**src/rtl/neuron_layer.sv**
```systemverilog
// neuron_layer: computes N_OUT neurons one after another over a shared
// N_IN-element input vector, one signed multiply-accumulate per clock.
// Each neuron sum is arithmetically shifted, optionally ReLU-clamped and
// saturated to OW bits, then streamed out and stored in a readable bank.
`timescale 1ns/1ps
module neuron_layer #(
    parameter int N_IN  = 16,
    parameter int DW    = 8,
    parameter int N_OUT = 4,
    parameter int OW    = 16,
    parameter int SHIFT = 0,
    localparam int IAW  = $clog2(N_IN),
    localparam int WAW  = $clog2(N_IN * N_OUT),
    localparam int NW   = (N_OUT > 1) ? $clog2(N_OUT) : 1
) (
    input  logic           clk,
    input  logic           rst,
    input  logic           start,
    input  logic           act_relu,
    input  logic           in_we,
    input  logic [IAW-1:0] in_addr,
    input  logic           w_we,
    input  logic [WAW-1:0] w_addr,
    input  logic [DW-1:0]  wr_data,
    input  logic [NW-1:0]  rd_idx,
    output logic [OW-1:0]  rd_data,
    output logic [OW-1:0]  out,
    output logic [NW-1:0]  out_idx,
    output logic           out_valid,
    output logic           busy,
    output logic           ready
);

    // Accumulator is wide enough that N_IN full-scale products never overflow.
    localparam int AW = 2 * DW + $clog2(N_IN);
    // One guard bit above the wider of accumulator/output keeps the
    // saturation compare signed and exact.
    localparam int EW = ((AW > OW) ? AW : OW) + 1;
    localparam logic signed [EW-1:0] SAT_MAX = {{(EW-OW+1){1'b0}}, {(OW-1){1'b1}}};
    localparam logic signed [EW-1:0] SAT_MIN = {{(EW-OW+1){1'b1}}, {(OW-1){1'b0}}};

    typedef enum logic [1:0] {
        S_IDLE  = 2'd0,
        S_MAC   = 2'd1,
        S_WRITE = 2'd2,
        S_DONE  = 2'd3
    } state_t;

    state_t                r_state;
    state_t                w_state_next;
    logic                  r_start_d;
    logic signed [AW-1:0]  r_acc;
    logic [IAW-1:0]        r_i;
    logic [NW-1:0]         r_n;
    logic                  r_relu;
    logic [OW-1:0]         r_out;
    logic [NW-1:0]         r_out_idx;
    logic                  r_out_valid;
    logic                  r_ready;
    logic [OW-1:0]         r_rd_data;

    logic signed [DW-1:0]  r_in_mem [N_IN];
    logic signed [DW-1:0]  r_w_mem  [N_IN*N_OUT];
    logic [OW-1:0]         r_result [N_OUT];

    logic                  w_launch;
    logic                  w_last_i;
    logic                  w_last_n;
    logic                  w_busy;
    logic                  w_write_now;
    logic [WAW-1:0]        w_rd_addr;
    logic signed [DW-1:0]  w_in_op;
    logic signed [DW-1:0]  w_w_op;
    logic signed [2*DW-1:0] w_in_ext;
    logic signed [2*DW-1:0] w_w_ext;
    logic signed [2*DW-1:0] w_prod;
    logic signed [AW-1:0]  w_prod_ext;
    logic signed [EW-1:0]  w_acc_ext;
    logic signed [EW-1:0]  w_shifted;
    logic signed [EW-1:0]  w_act;
    logic signed [EW-1:0]  w_sat;
    logic [OW-1:0]         w_result;

    // A run launches only on a low->high transition of start seen in IDLE.
    assign w_launch    = (r_state == S_IDLE) && start && !r_start_d;
    assign w_last_i    = (int'(r_i) == N_IN - 1);
    assign w_last_n    = (int'(r_n) == N_OUT - 1);
    assign w_busy      = (r_state == S_MAC) || (r_state == S_WRITE);
    assign w_write_now = (r_state == S_WRITE);

    // Operand fetch: weight row n, column i.
    assign w_rd_addr  = WAW'(int'(r_n) * N_IN + int'(r_i));
    assign w_in_op    = r_in_mem[r_i];
    assign w_w_op     = r_w_mem[w_rd_addr];
    assign w_in_ext   = {{DW{w_in_op[DW-1]}}, w_in_op};
    assign w_w_ext    = {{DW{w_w_op[DW-1]}}, w_w_op};
    assign w_prod     = w_in_ext * w_w_ext;
    assign w_prod_ext = {{(AW-2*DW){w_prod[2*DW-1]}}, w_prod};

    // Post-processing: arithmetic shift, optional ReLU, saturation.
    assign w_acc_ext = {{(EW-AW){r_acc[AW-1]}}, r_acc};
    assign w_shifted = w_acc_ext >>> SHIFT;
    assign w_act     = (r_relu && w_shifted[EW-1]) ? '0 : w_shifted;
    assign w_sat     = (w_act > SAT_MAX) ? SAT_MAX :
                       (w_act < SAT_MIN) ? SAT_MIN : w_act;
    assign w_result  = w_sat[OW-1:0];

    // State register.
    always_ff @(posedge clk) begin
        if (rst) begin
            r_state <= S_IDLE;
        end else begin
            r_state <= w_state_next;
        end
    end

    // Next-state logic.
    always_comb begin
        w_state_next = r_state;
        case (r_state)
            S_IDLE:  if (w_launch) w_state_next = S_MAC;
            S_MAC:   if (w_last_i) w_state_next = S_WRITE;
            S_WRITE: w_state_next = w_last_n ? S_DONE : S_MAC;
            S_DONE:  if (!start) w_state_next = S_IDLE;
            default: w_state_next = S_IDLE;
        endcase
    end

    // Start edge detector.
    always_ff @(posedge clk) begin
        if (rst) begin
            r_start_d <= 1'b0;
        end else begin
            r_start_d <= start;
        end
    end

    // MAC datapath, neuron sequencing and streamed result outputs.
    always_ff @(posedge clk) begin
        if (rst) begin
            r_acc       <= '0;
            r_i         <= '0;
            r_n         <= '0;
            r_relu      <= 1'b0;
            r_out       <= '0;
            r_out_idx   <= '0;
            r_out_valid <= 1'b0;
            r_ready     <= 1'b0;
        end else begin
            r_out_valid <= 1'b0;
            case (r_state)
                S_IDLE: begin
                    if (w_launch) begin
                        r_acc   <= '0;
                        r_i     <= '0;
                        r_n     <= '0;
                        r_relu  <= act_relu;
                        r_ready <= 1'b0;
                    end
                end
                S_MAC: begin
                    r_acc <= r_acc + w_prod_ext;
                    r_i   <= w_last_i ? '0 : r_i + 1'b1;
                end
                S_WRITE: begin
                    r_out       <= w_result;
                    r_out_idx   <= r_n;
                    r_out_valid <= 1'b1;
                    if (!w_last_n) begin
                        r_n   <= r_n + 1'b1;
                        r_acc <= '0;
                        r_i   <= '0;
                    end else begin
                        r_ready <= 1'b1;
                    end
                end
                default: ;
            endcase
        end
    end

    // Result bank plus registered read port; a read of the entry being
    // written this cycle forwards the new value.
    always_ff @(posedge clk) begin
        if (rst) begin
            for (int k = 0; k < N_OUT; k++) begin
                r_result[k] <= '0;
            end
            r_rd_data <= '0;
        end else begin
            if (w_write_now) begin
                r_result[r_n] <= w_result;
            end
            if (int'(rd_idx) < N_OUT) begin
                r_rd_data <= (w_write_now && (rd_idx == r_n)) ? w_result : r_result[rd_idx];
            end else begin
                r_rd_data <= '0;
            end
        end
    end

    // Input and weight memories: writable only while no run is active,
    // out-of-range addresses ignored, contents survive reset.
    always_ff @(posedge clk) begin
        if (!w_busy) begin
            if (in_we && (int'(in_addr) < N_IN)) begin
                r_in_mem[in_addr] <= wr_data;
            end
            if (w_we && (int'(w_addr) < N_IN * N_OUT)) begin
                r_w_mem[w_addr] <= wr_data;
            end
        end
    end

    assign rd_data   = r_rd_data;
    assign out       = r_out;
    assign out_idx   = r_out_idx;
    assign out_valid = r_out_valid;
    assign busy      = w_busy;
    assign ready     = r_ready;

endmodule

```
**config.mk**
```make
export PLATFORM = sky130hd
export DESIGN_NAME = neuron_layer
export DESIGN_NICKNAME = d
export VERILOG_FILES = /design/src/rtl/neuron_layer.sv
export SDC_FILE = /design/constraint.sdc
export NUM_CORES = 1
export LEC_CHECK = 0
export BUFFER_PORTS_ARGS = -buffer_cell sky130_fd_sc_hd__buf_2
export CAP_MARGIN = 20
export CORE_ASPECT_RATIO = 1.4
export CORE_UTILIZATION = 43
export DETAILED_ROUTE_END_ITERATION = 7
export SYNTH_ARGS = -nofsm -noshare
export SYNTH_HDL_FRONTEND = slang
export SYNTH_SLANG_ARGS = --single-unit
```
**constraint.sdc**
```tcl
create_clock -name clk -period 8.2 [get_ports clk]
set_clock_uncertainty 0.1 [all_clocks]
set_input_delay 0.41 -clock clk [delete_from_list [all_inputs] [get_ports clk]]
set_output_delay 0.41 -clock clk [all_outputs]
set_load 0.005 [all_outputs]
```
=== Word-level counts from Yosys, hierarchy flattened ===
Memory sizes are Yosys's and may differ from the RTL's. A register that Yosys moved wholly into a read port is not among the register bits.
Index checks and enable logic that the tools add are counted.

* Memory bits (writable): 704
* Output and inout bits: 37
* Bits of input ports: 26
* Memories: 3
* Flip-flop bits (word level): 50

* Reductions and logical operators: 14
* Equal/unequal tests: 10
* $lt $le $gt $ge: 2
* $mul: 1
* $add $sub $neg: 4
* Muxes and demuxes: 37

{| class="wikitable"
|+ Memory list
! name !! words !! width !! rd ports !! clocked after Yosys merged registers in !! write ports !! RTL line !! source
|-
| r_w_mem || 64 || 8 || 1 || 0 || 1 || 63 || <nowiki>logic signed [DW-1:0] r_w_mem [N_IN*N_OUT];</nowiki>
|-
| r_in_mem || 16 || 8 || 1 || 1 || 1 || 62 || <nowiki>logic signed [DW-1:0] r_in_mem [N_IN];</nowiki>
|-
| r_result || 4 || 16 || 1 || 1 || 4 || 64 || <nowiki>logic [OW-1:0] r_result [N_OUT];</nowiki>
|}

{| class="wikitable"
|+ Operators by type and width
! cell !! count
|-
| case mux 20 bit (3 select lines) || 1
|-
| 2-to-1 mux 16 bit || 3
|-
| 2-to-1 mux 20 bit || 2
|-
| greater-than comparator 21 x 16 -> 1 bit, second input constant || 1
|-
| less-than comparator 21 x 16 -> 1 bit, second input constant || 1
|-
| 2-to-1 mux 21 bit || 1
|-
| adder 20 x 16 -> 20 bit || 1
|-
| 2-to-1 mux 4 bit || 5
|-
| multiplier 8 x 8 -> 16 bit || 1
|-
| OR reduction 16 bit || 1
|-
| 2-to-1 mux 1 bit || 14
|-
| 2-to-1 mux 2 bit || 7
|-
| case mux 4 bit (3 select lines) || 1
|-
| AND reduction 3 bit || 4
|-
| != test 2 bit, second input constant || 5
|-
| case mux 2 bit (4 select lines) || 1
|-
| adder 6 x 4 -> 6 bit || 1
|-
| adder 4 x 1 -> 4 bit, second input constant || 1
|-
| == test 2 x 1 -> 1 bit, second input constant || 2
|-
| == test 2 bit, second input constant || 2
|-
| == test 4 x 1 -> 1 bit, second input constant || 1
|-
| case mux 2 bit (2 select lines) || 1
|-
| logical AND 1 bit || 3
|-
| nonzero test 3 bit || 1
|-
| other kinds (7) || 7
|}

=== Logic depth before layout (Yosys ltp) ===
Gate-level depths: netlist of run 1.

* Depth after elaboration: 7
* Depth in mapped cells: 25
* Gate-level depth less buffers: 23

=== Worst setup path before layout of run 1 ===
Ideal clock, no wire load.

* Path type: register -> register
* From: register r_i[0]
* To: register r_acc[19]
* Required time: 7.977 ns
* Data arrival time: 6.684 ns
* Stages on the path, launching flop included: 22
* Setup time: 0.123 ns
* Clock period less this slack: 6.907 ns
* Setup slack: 1.293 ns
* Cell sequence: dfxtp_1 -> buf_6 -> buf_6 -> buf_2 -> mux4_2 -> mux4_2 -> a22oi_1 -> nand2_1 -> nand2b_1 -> inv_1 -> fa_1 -> fa_1 -> fa_1 -> fa_1 -> ha_1 -> ha_1 -> and3_1 -> a2111oi_0 -> a32oi_1 -> o21ai_0 -> xnor2_1 -> o21ai_0

* Word-level cells in the longest chain between the ends: 5

{| class="wikitable"
|+ Ends and longest elaborated chain
! element !! RTL line !! source
|-
| from (decl) || 53 || <nowiki>logic [IAW-1:0] r_i;</nowiki>
|-
| from (signal assigned) || 163 || <nowiki>r_i <= w_last_i ? '0 : r_i + 1'b1;</nowiki>
|-
| adder 6 x 4 -> 6 bit || 92 || <nowiki>assign w_rd_addr = WAW'(int'(r_n) * N_IN + int'(r_i));</nowiki>
|-
| memory read (64 x 8 bit) || - ||
|-
| multiplier 8 x 8 -> 16 bit || 97 || <nowiki>assign w_prod = w_in_ext * w_w_ext;</nowiki>
|-
| adder 20 x 16 -> 20 bit || 162 || <nowiki>r_acc <= r_acc + w_prod_ext;</nowiki>
|-
| case mux 20 bit (3 select lines) || 151 || <nowiki>case (r_state)</nowiki>
|-
| to (signal assigned) || 162 ||
|-
| to (decl) || 52 || <nowiki>logic signed [AW-1:0] r_acc;</nowiki>
|}

Every way passes these cells.
A chain may end at the register's enable or synchronous reset.

=== Worst setup path in the final report of run 1 ===
* From: register r_i[1]
* To: register r_acc[19]

Same word-level chain as after synthesis.

==> impl_metrics.ini, run 1 <==
[logic_synthesis]
syn_area_per_cell_um2 = 17.5
synth_top_cell_by_area = edfxtp_1
yosys.area_share.simple = 0.0533
synthTopCellsByArea = edfxtp_1 63%, mux4_2 13%, fa_1 5.2%
synth_compound_gate_area_share = 0.0305
synth_xor_area_frac = 0.00493
synth-main-ff-cell = edfxtp_1
ys_types = 61
async_reset_ff_frac = 0
yosys.area_share.adder = 0.0722
postSynthCellCount = 1924
yosysTopAreaCellShare = 0.626
synth_nets = 2092
muxShareOfSynthArea = 0.146
syn_area_mm2 = 0.0338
synth-warning-count = 0
ys_ff_latch = 774
synth_edf_count = 704
yosysSeqAreaShare = 0.668
synth_top_family_by_area = multiplexers

[die]
core_area_mm2 = 0.0777
fp.dieW_um = 239
rows = 121
initial_core_util = 0.435
chipHeight_um = 333
dieArea_mm2 = 0.0796
ios = 63

[final_layout]
multiInputGateArea_mm2 = 0.0104
diodes = 0
layout-drive-gt1-share = 0.213
fin_area_mm2 = 0.0378
n_fill_cell = 6479
utilization = 0.487
register_area_mm2 = 0.0226
area_delta_synth_final_pct = 12.0
fin_nets = 2192

[cts]
cts_resized = 0
clk_latency_ps = 630
cts_tree = done
numCtsBuffers = 75
clock_sinks = 774
clock_path_buffers = 3
h-tree-depth = 3
cts_root_buf = clkbuf_16
clk_pin_slew_ps = 60

[detailed_routing]
drt_iter0_drc = 1319
vias_per_cell = 5.47
drc = 0
postRouteAntennaNets = 0
avgRoutedWirePerCell_um = 24.2
wirelength_mm = 75.7
drt-pass1-iter-count = 5
num_vias = 17100

[timing]
worst_slew_pin_slew_ps = 1090
maxSlewHeadroom = 0.270
fmax_mhz = 130
final_max_slew_viol_count = 0
grt_setup_unrepaired = false
period_minus_slack_ps = 7680
fin_tns_setup_ps = 0
period_share = 0.936
hold_viol = 0
finalSetupViolations = 0

[pwr]
power.net_switching_mw = 6.59
power_frac_seq = 0.267
power.share.clock = 0.200
p_total_mw = 16.9
p_int_mw = 10.3
switching_share = 0.390
ir_drop_mv = 0.695
power_leakage_nw = 12.7
combPwrFrac = 0.534
powerDensity_mw_per_mm2 = 447

[critical_path]
critical-path-max-stage-delay_ps = 650
cp.required_ps = 8590
crit_type = flip-flop to flip-flop
cp_max_fo = 61
cp_common_cell = fa_1
cp-start-kind = flip-flop
rrSetupSlack_ps = 520
crit_path_end_kind = flip-flop
worstPathArrival_ps = 8070
critical_path.slowest_cell = fa_1
path_cells = buf_12 -> mux4_2 -> mux4_2 -> a22oi_1 -> nand2_1 -> nand2b_1 -> inv_1 -> fa_1 -> fa_1 -> fa_1 -> fa_1 -> ha_1 -> ha_1 -> and3_1 -> a2111oi_0 -> buf_4 -> a32oi_1 -> o21ai_0 -> xnor2_1 -> o21ai_0

[placed_design]
routabilityCongestion = 0.819
portBuffers = 62
dp_hpwl_mm = 50.4
dpl_cell_area_mm2 = 0.0354

[global_routing]
grt_pass1_wl_mm = 116
grt_pass1_vias = 18300
grt_util_all_layers = 0.197
grt_max_degree = 81
grt-ovfl-total = 0
antenna_found_initial = 0

[hold_path]
hold_path_class = primary input to flip-flop

[flow_run]
cap_violations = 0

[run_status]
outcome = finished, final reports clean
-- final timing paths --
path | start | endpoint | cells past startpoint
hold / removal | rst | out_valid | 3
setup reg to reg | r_i[1] | r_acc[19] | 20
setup / recovery | r_i[1] | r_acc[19] | 20
hold reg to reg | out[15] | out[15] | 2
-- power by group through the flow --
stage	Sequential, mW	Combinational, mW	Clock, mW
6_report	4.51	9.02	3.38
5_1_grt	4.52	10.3	3.58
4_1_cts	4.51	9.09	3.45
3_5_place_dp	4.60	8.98	0
3_3_place_gp	4.59	8.79	0
2_1_floorplan	4.54	6.95	0
-- per-stage QoR --
stage          hold WS [ps]  setup WS, ps  cells
2_1_floorplan           339          1290   1924
3_3_place_gp            327           488   2988
3_5_place_dp            330           535   2989
4_1_cts                71.3           480   3129
5_1_grt                94.0           157   3130
6_report                122           524   3130
-- cells in the mapped netlist (6+ instances only) --
cell and count:
or3b_2 7, buf_1 11, xor2_1 6, mux2i_1 30, a22oi_1 10, mux2_2 8
nand2_1 54, nor2b_1 14, a211oi_1 18, a21o_1 6, mux4_2 202, xnor2_1 13
ha_1 54, nand2b_1 22, buf_2 18, clkbuf_1 51, nor3_1 8, fa_1 88
nand3b_1 10, edfxtp_1 704, o22ai_1 8, o21ai_0 21, or3_1 8, nand3_1 17
a21oi_1 43, dfxtp_1 70, buf_6 6, nor2_1 233, inv_1 108
-- cell type report --
| type | count | area share |
|---|---|---|
| repair buffers | 113 | 0.0208 |
| inverters | 111 | 0.0110 |
| well taps | 1045 | 0.0346 |
| flip-flops and latches | 774 | 0.596 |
| multi-input cells | 949 | 0.274 |
| clock buffers | 92 | 0.0519 |
| clock inverters | 46 | 0.0110 |
-- repair_timing --
item | in CTS | in global routing
endpoints found under the setup margin | 0 | 0
setup buffers | 0 | 0
hold buffers | 2 | 0
endpoints found under the hold margin | 2 | 0
-- critical path: cells and delay by family, from the launching register on --
kind,cells,cell delay [ps]
fa+ha+maj,6,2680
compound gates,5,1400
buf+inv,3,870
mux,2,840
simple gates,3,740
flops,1,590
xor+xnor,1,170
-- flip-flops by register name, indices dropped and copies added, names as in the netlist, named ones only --
| signal | count |
|---|---|
| r_acc | 20 |
| out_valid | 1 |
| r_start_d | 1 |
| r_w_mem | 512 |
| r_state | 2 |
| r_relu | 1 |
| r_in_mem | 128 |
| out_idx | 2 |
| ready | 1 |
| r_n | 2 |
| out | 16 |
| r_i | 4 |
| r_result | 64 |
| rd_data | 16 |
-- cell usage in the layout (no fill, tap or decap), drive strengths merged, types with 54 or more instances in the layout --
cell,Yosys,layout
buf,39,111
clkbuf,51,92
dfxtp,70,70
edfxtp,704,704
fa,88,88
ha,54,54
inv,110,114
mux4,202,202
nand2,54,54
nor2,233,233
-- cell families after synthesis --
logic type               count (synthesis)
buffers and inverters                  201
flip-flops                             774
adder cells (fa/ha/maj)                142
AO/OA/AOI/OAI                          147
AND/OR/NAND/NOR                        401
XOR/XNOR                                19
multiplexers                           240
-- per-layer routing --
layer | global-route usage | wire length [um] | part of all wire | up-vias
met5 | 0 | 0 | 0 | -
met4 | 0.0651 | 2100 | 0.028 | 0
met3 | 0.0254 | 2980 | 0.039 | 134
met2 | 0.361 | 41400 | 0.55 | 429
met1 | 0.237 | 29200 | 0.39 | 8965
li1 | - | - | - | 7606
Note: power is estimated with default switching activity, not from simulation.
==> run 2, diff against run 1 <==
Settings changed: SETUP_SLACK_MARGIN set to 0.1.
Clock period 8.2 ns to 8.3 ns, I/O delays scaled along.
==> run 2 against run 1 <==
Against the previous run: sequential share of layout area is 0.15 points lower; utilization is 0.13 points higher; clock power is 2% lower; die area stayed put; clock-buffer cell count is 2 higher; sequential cell count stayed put; routed wire length hardly changed; critical path type unchanged.
==> impl_metrics.ini, run 2 (synthesis results as in run 1) <==
[timing]
fmax_mhz = 132
fin_tns_setup_ps = 0
grt_setup_unrepaired = false
setup_slack_ps = 730
worst_slew_pin_slew_ps = 1100
maxSlewHeadroom = 0.264
period_share = 0.912
finalSetupViolations = 0
period_minus_slack_ps = 7570
hold_viol = 0
whs_ps = 86.7
final_max_slew_viol_count = 0

[cts]
clk_latency_ps = 650
cts_tree = done
clock_sinks = 774
numCtsBuffers = 74
clk_pin_slew_ps = 70
cts_root_buf = clkbuf_16
clock_path_buffers = 3
h-tree-depth = 3

[pwr]
combPwrFrac = 0.534
p_int_mw = 10.3
power.net_switching_mw = 6.46
switching_share = 0.387
power_frac_seq = 0.267
ir_drop_mv = 0.719
power.share.clock = 0.199
powerDensity_mw_per_mm2 = 441
power_leakage_nw = 12.7

[detailed_routing]
drt-pass1-iter-count = 5
num_vias = 17100
met2WireLength_mm = 41.7
maxUsedRoutingLayer = met4
postRouteAntennaNets = 0
wirelength_met1_mm = 29.6
vias_per_cell = 5.45
drc = 0
wirelength_mm = 75.7
avgRoutedWirePerCell_um = 24.2
drt_iter0_drc = 1266
dr_wl_met3_mm = 2.58

[placed_design]
dpl_cell_area_mm2 = 0.0354
portBuffers = 62
routabilityCongestion = 0.820
post-place-ws_ps = 450
dp_hpwl_mm = 50.6
dp_cells = 2991

[final_layout]
final_common_cell = edfxtp_1
instances_no_fill = 3130
largest_register_ffs = 512
top_register = r_w_mem
final_cell_mix = 704 x edfxtp_1, 233 x nor2_1, 202 x mux4_2, 107 x inv_1, 88 x fa_1
area_delta_synth_final_pct = 12.3
layout-drive-gt1-share = 0.222
reg_top3 = r_w_mem (512), r_in_mem (128), r_result (64)
fin_area_mm2 = 0.0379
diodes = 0
fin_nets = 2198

[global_routing]
grt_max_degree = 81
grt-ovfl-total = 0
grt_pass1_wl_mm = 116
grt_util_all_layers = 0.196
grt_pass1_vias = 18700
antenna_found_initial = 1

[flow_run]
cap_violations = 0

[critical_path]
critical-path-max-stage-delay_ps = 560
worstPathArrival_ps = 8010
path_cells = buf_12 -> buf_12 -> mux4_2 -> mux4_2 -> a22oi_1 -> nand2_1 -> nand2b_1 -> clkinvlp_4 -> buf_12 -> fa_1 -> inv_1 -> fa_1 -> inv_1 -> fa_1 -> fa_1 -> ha_1 -> ha_1 -> and3_1 -> nand3_1 -> a211oi_1 -> nor2_1 -> a2111o_1 -> o211ai_1
crit_type = flip-flop to flip-flop
rrSetupSlack_ps = 730
cp_max_fo = 18
crit_path_end_kind = flip-flop
cp-start-kind = flip-flop
cp.required_ps = 8740
cp_common_cell = fa_1
critical_path.slowest_cell = fa_1

[die]
dieArea_mm2 = 0.0796
initial_core_util = 0.435
fp.dieW_um = 239
chipHeight_um = 333
ios = 63
core_area_mm2 = 0.0777
rows = 121

[hold_path]
hold_path_class = primary input to flip-flop

[run_status]
outcome = finished, final reports clean
## run 2: changes by cell type in the layout (fill, tap and decap cells not counted), sizes merged
cell,before,now
clkinv,36,22
inv,114,115
bufinv,6,5
clkbuf,92,95
buf,111,117
clkinvlp,1,6
## run 2: layout make-up
| cell class | instances | area, um^2 |
|---|---|---|
| Timing Repair Buffer | 120 | 881 |
| Multi-Input combinational cell | 949 | 10400 |
| Sequential cell | 774 | 22600 |
| Tap cell | 1045 | 1310 |
| Inverter | 111 | 420 |
| Clock inverter | 37 | 385 |
| Clock buffer | 94 | 1990 |
| Fill cell | 6455 | 39800 |
## run 2: metal layers
| layer | up-vias | GRT usage |
|---|---|---|
| li1 | 7606 | - |
| met1 | 8971 | 0.231 |
| met3 | 111 | 0.0235 |
| met2 | 381 | 0.366 |
| met5 | - | 0 |
| met4 | 0 | 0.0626 |
## run 2: path summary, 6_finish.rpt
check,startpoint,to,cells after the start
hold / removal,rst,out_valid,3
setup / recovery,r_i[0],r_acc[18],23
hold reg to reg,out[15],out[15],2
setup reg to reg,r_i[0],r_acc[18],23
## run 2: critical path: cells and delay by family, from the launching register on
kind	cells	cell delay [ps]
fa+ha+maj	6	2660
compound gates	4	1190
simple gates	5	1010
mux	2	1000
buf+inv	6	880
flops	1	550
## run 2: metrics by stage
| stage | utilization | total power, mW |
|---|---|---|
| finish | 0.488 | 16.7 |
| detailed placement | 0.456 | 13.4 |
| global placement | 0.456 | 13.3 |
| CTS | 0.487 | 16.8 |
| floorplan | - | 11.4 |
| global route | 0.488 | 18.1 |
## run 2: power groups by stage
stage / Clock [mW] / Sequential [mW] / Combinational, mW
after floorplan: 0 / 4.49 / 6.87
after global placement: 0 / 4.56 / 8.69
after detailed placement: 0 / 4.56 / 8.85
after CTS: 3.38 / 4.48 / 8.95
after global routing: 3.52 / 4.48 / 10.1
final: 3.32 / 4.47 / 8.93
## run 2: repair_timing
action / 4_1_cts / 5_1_grt
hold endpoints to repair: 2 / 0
hold buffers: 2 / 0
gates resized for setup: 0 / 1
buffers inserted: 0 / 6
setup endpoints to repair: 0 / 5
